## src/rtl/f_fetch_stage.sv

```systemverilog
// Fetch stage of the P7 MIPS pipeline: owns the PC, selects next-PC and flags AdEL faults.
// Optional FETCH_CNT_EN adds a free-running count of enabled, non-exception fetch edges.
module f_fetch_stage #(
   parameter logic [31:0] RESET_PC = 32'h0000_3000,
   parameter logic [31:0] EXC_PC   = 32'h0000_4180,
   parameter logic [31:0] IM_BASE  = 32'h0000_3000,
   parameter logic [31:0] IM_TOP   = 32'h0000_6FFC
) (
   input  logic        clk,
   input  logic        reset,
   input  logic        en,
   input  logic        req,
   input  logic        eret_d,
   input  logic [31:0] epc,
   input  logic [1:0]  npc_sel,
   input  logic [31:0] b_target,
   input  logic [31:0] j_target,
   input  logic [31:0] r_target,
   input  logic        d_is_jmp,
   input  logic [31:0] instr_i,
   output logic [31:0] pc_o,
   output logic [31:0] instr_o,
   output logic [4:0]  exc_o,
   output logic        bd_o
`ifdef FETCH_CNT_EN
   ,
   output logic [31:0] fetch_cnt
`endif
);

   localparam logic [4:0] EXC_NONE = 5'd0;
   localparam logic [4:0] EXC_ADEL = 5'd4;

   logic [31:0] pc;
   logic [31:0] pc_next;
   logic        fault;
   logic        eret_squash;

   always_comb begin
      pc_next = pc;
      if (req) begin
         pc_next = EXC_PC;
      end else if (en && eret_d) begin
         pc_next = epc;
      end else if (en) begin
         unique case (npc_sel)
            2'd0:    pc_next = pc + 32'd4;
            2'd1:    pc_next = b_target;
            2'd2:    pc_next = j_target;
            default: pc_next = r_target;
         endcase
      end
   end

   always_ff @(posedge clk) begin
      if (reset) begin
         pc <= RESET_PC;
      end else begin
         pc <= pc_next;
      end
   end

   // eret has no delay slot, so the word fetched alongside it is replaced by a nop.
   assign eret_squash = eret_d & en;
   assign fault       = (pc[1:0] != 2'b00) || (pc < IM_BASE) || (pc > IM_TOP);

   always_comb begin
      instr_o = instr_i;
      exc_o   = EXC_NONE;
      bd_o    = d_is_jmp;
      if (eret_squash) begin
         instr_o = 32'd0;
         bd_o    = 1'b0;
      end else if (fault) begin
         instr_o = 32'd0;
         exc_o   = EXC_ADEL;
      end
   end

   assign pc_o = pc;

`ifdef FETCH_CNT_EN
   always_ff @(posedge clk) begin
      if (reset) begin
         fetch_cnt <= 32'd0;
      end else if (en && !req) begin
         fetch_cnt <= fetch_cnt + 32'd1;
      end
   end
`endif

endmodule

```

## config.mk

```make
export PLATFORM = sky130hd
export DESIGN_NAME = f_fetch_stage
export DESIGN_NICKNAME = d
export VERILOG_FILES = /design/src/rtl/f_fetch_stage.sv
export SDC_FILE = /design/constraint.sdc
export NUM_CORES = 1
export LEC_CHECK = 0
export ABC_AREA = 1
export CAP_MARGIN = 25
export CORE_MARGIN = 5
export CORE_UTILIZATION = 39
export CTS_CLUSTER_SIZE = 40
export DETAILED_ROUTE_END_ITERATION = 16
export GPL_ROUTABILITY_DRIVEN = 0
export PLACE_DENSITY = 0.88
export SYNTH_ARGS = -nofsm -noshare
export SYNTH_HDL_FRONTEND = slang
export SYNTH_SLANG_ARGS = --single-unit
```

## constraint.sdc

```tcl
create_clock -name clk -period 5.1 [get_ports clk]
set_input_delay 1.275 -clock clk [delete_from_list [all_inputs] [get_ports clk]]
set_output_delay 1.275 -clock clk [all_outputs]
set_load 0.005 [all_outputs]
```

Yosys cells after proc, flatten, opt, wreduce, memory -nomap -nowiden:

Index checks and enable logic that the tools add are counted.

* add/sub/neg operators: 1
* order comparisons: 2
* eq/ne operators: 2
* muxes and demuxes: 9
* bitwise gates (word level): 1
* reductions and logical operators: 8

Operators by type and width (number)
* $mux W32: 4
* $pmux W32 S3: 1
* $add A32 B3 Y32 const B: 1
* $gt A32 B15 Y1 const B: 1
* $lt A32 B14 Y1 const B: 1
* $mux W15: 1
* $mux W3: 2
* $reduce_bool A2 Y1: 2
* $reduce_bool A3 Y1: 1
* $eq A2 B1 Y1 const B: 1
* $eq A2 B2 Y1 const B: 1
* $logic_not A2 Y1: 1
* $logic_or A1 B1 Y1: 2
* $reduce_or A2 Y1: 1
* $and A1 B1 Y1: 1
* $logic_and A1 B1 Y1: 1
* $mux W1: 1

* register bits: 32
* bits of input ports: 168
* output and inout port bits: 70
* word-level logic and storage cells: 25

Longest topological paths before layout:

* depth in word-level cells: 5
* gate-level depth with buffers: 11
* depth with buffers taken out: 11

Least setup slack after synthesis:

Ideal clock, no wire load.

* path kind: input to output
* start: input port en
* end: output port exc_o[2]
* arrival: 1.824 ns
* required time: 3.825 ns
* path slack: 2.001 ns
* stages on the path: 4
* path buffers: 1
* cells stage by stage: nand2_1 inv_1 clkbuf_1 nor2_1

* word-level cells in the longest chain between the ends: 2

RTL lines
* start: declaration: RTL line 11 `input logic en,`
* $and A1 B1 Y1: RTL line 64 `assign eret_squash = eret_d & en;`
* $mux W3: RTL line 71 `if (eret_squash) begin`
* end: declaration: RTL line 23 `output logic [4:0] exc_o,`

Every way passes these cells.

Worst setup path after layout:

* start: input port eret_d
* end: output port exc_o[2]

* word-level cells in the longest chain between the ends: 2

RTL lines
* start: declaration: RTL line 13 `input logic eret_d,`
* $and A1 B1 Y1: RTL line 64
* $mux W3: RTL line 71

Every way passes these cells.

==> results.cfg <==
[timing]
setup_viol = 0
hold_viol = 0
whs_ns = 0.5170
drv_slew = 0
rsz0062_at_grt = false
tightest_slew_ns = 0.9782
achievable-frequency_mhz = 219.9
fin_crit_ns = 4.548
finalSetupTns_ns = 0
min_period_over_period_pct = 89.18
fin_skew_ns = 0.003368
slew_headroom_pct = 34.71

[pwr]
total_leakage_power_uw = 0.002342
ir_drop_v = 0.00009175
p_per_area_nw_per_um2 = 146.3

[grt]
grt_usage_pct = 28.92
antenna_found_initial = 1
grt_overflow_total = 0
grt_pass1_wl_um = 25940
grt_max_degree = 38
grt_pass1_vias = 5397

[die]
pin_count = 238
rows = 34
core_area_um2 = 8636
die_x_um = 103.8
dieArea_um2 = 10770
start_util_pct = 39.71
die_y_um = 103.8

[route]
drt_first_pass_iters = 5
ant_nets = 0
met2RoutedLength_um = 8352
dr_wl_met3_um = 1589
drcViolationCount = 0
avgRoutedWirePerCell_um = 17.28
wl_met1_um = 5842
drt-initial-drc-count = 445
vias = 5225
vias_per_cell = 5.488
routed.top_layer = met4
routed_wl_um = 16450

[synth]
synth_flop_cell = dfxtp_1
yosys.area.top_type_share_pct = 18.93
syn_area_per_cell_um2 = 5.487
yosys.area.top_type = nand2_1
synth-seq-cells = 32
synth.top_cells.by_count = nand2_1 (173), nor2_1 (110), inv_1 (60)
netlist_area_um2 = 3430
ys_seq_area_share_pct = 18.68
async_reset_ff_share_pct = 0
synth_edf_count = 0
synth_warnings = 0
synth.area.top_cells = nand2_1 (19%), dfxtp_1 (19%), nor2_1 (12%)
post-synth-top-count-cell = nand2_1
synth_cells = 625
synth_cell_types = 30

[clock_tree]
cts.clk_slew.worst_paths_ns = 0.07
clock_path_buffers = 2
postCtsSetupBuffers = 0
cts_hold_buffers = 0
cts_tree = done
cts-buffers-inserted = 5
cts_max_level = 2
root_buffer = clkbuf_8
cts.sinks = 32
clkLatencyLatePin_ns = 0.29
ctsResizeCount = 0

[worst_setup_path]
arrival_ns = 3.27
reg2regPathDepth = 8
worstSetupPathType = input port to output port
reg2reg_setup_slack_ns = 3.20
r2r_end = pc_o[16]
r2r-start = pc_o[2]
cp_max_fo = 37
startpoint_type = input port
cp_data_required_time_ns = 3.83
startpoint = eret_d
endpoint = exc_o[2]
worst_setup_path_end_kind = output port

[final_layout]
largest_reg_flops = 32
multiInputGateArea_um2 = 2382
regArea_um2 = 640.6
drive_gt1_share_pct = 4.626
fin_util_pct = 68.15
fin_cells = 952
n_fill_cell = 771
area_delta_synth_final_pct = 71.62
finalNetCount = 1011

[status]
run_status = finished clean

[place]
hpwl_um = 13160
dp_cells = 942
portBuffers = 233

[hold_path]
hold_start = pc_o[0]
hold_path.class = flop to flop

[job]
maxCapViolations = 0
cells in the final DEF, fill, tap and decap left out, types with 21 or more instances in the layout:
master,n
o21ai_0,34
nor2_1,109
and3_1,32
clkdlybuf4s50_1,233
nand3_1,41
a221oi_1,21
inv_1,60
nand2_1,173
a21oi_1,30
dfxtp_1,32
worst min path at each step:
| stage | to | cells after the start |
|---|---|---|
| 2_1_floorplan | pc_o[0] | 2 |
| 3_3_place_gp | pc_o[0] | 2 |
| 3_5_place_dp | pc_o[0] | 2 |
| 4_1_cts | pc_o[0] | 2 |
| 5_1_grt | pc_o[0] | 2 |
| 6_report | pc_o[0] | 2 |
cell type report:
cell class                 instances  share of cell area, %
clock inverter                     2                 0.1701
antenna                            1                0.04252
sequential                        32                  10.88
multi-input combinational        500                  40.48
clock buffer                       6                  1.403
timing repair buffer             241                  40.77
tap                              108                  2.296
inverter                          62                  3.954
logic make-up after synthesis:
group,share of synthesized area (%)
buffers and inverters,12.26
other,0.1093
and+or+nand+nor,49.00
AOI/OAI and AO/OA,19.59
DFF,18.68
adders and majority gates,0.3648
metal layers:
| metal | GRT usage (%) | up-vias |
|---|---|---|
| met2 | 52.19 | 312 |
| li1 | - | 2501 |
| met5 | 0 | - |
| met4 | 12.58 | 0 |
| met3 | 9.017 | 59 |
| met1 | 30.69 | 2353 |
report_power, final:
part	internal, uW	switching, uW	total, uW
clock network	108	107	215
registers	261	20.1	281
logic	218	147	365
worst max-delay path, cell delays in order:
cell and delay [ns]:
clkdlybuf4s50_1 0.46, nand2_1 0.68, inv_1 0.19, nor2_1 0.14, clkdlybuf4s50_1 0.51
per-stage QoR:
stage                     power [uW]  worst slack [ns]  area (um2)
final                          861.3            0.5519        5886
after global routing           901.9            0.3662        5886
after CTS                      858.3            0.5373        5868
after detailed placement       646.8            0.5473        5776
after global placement         638.8            0.6729        5776
after floorplan                423.7             2.001        3441
Power figures use the tool's default switching activity.
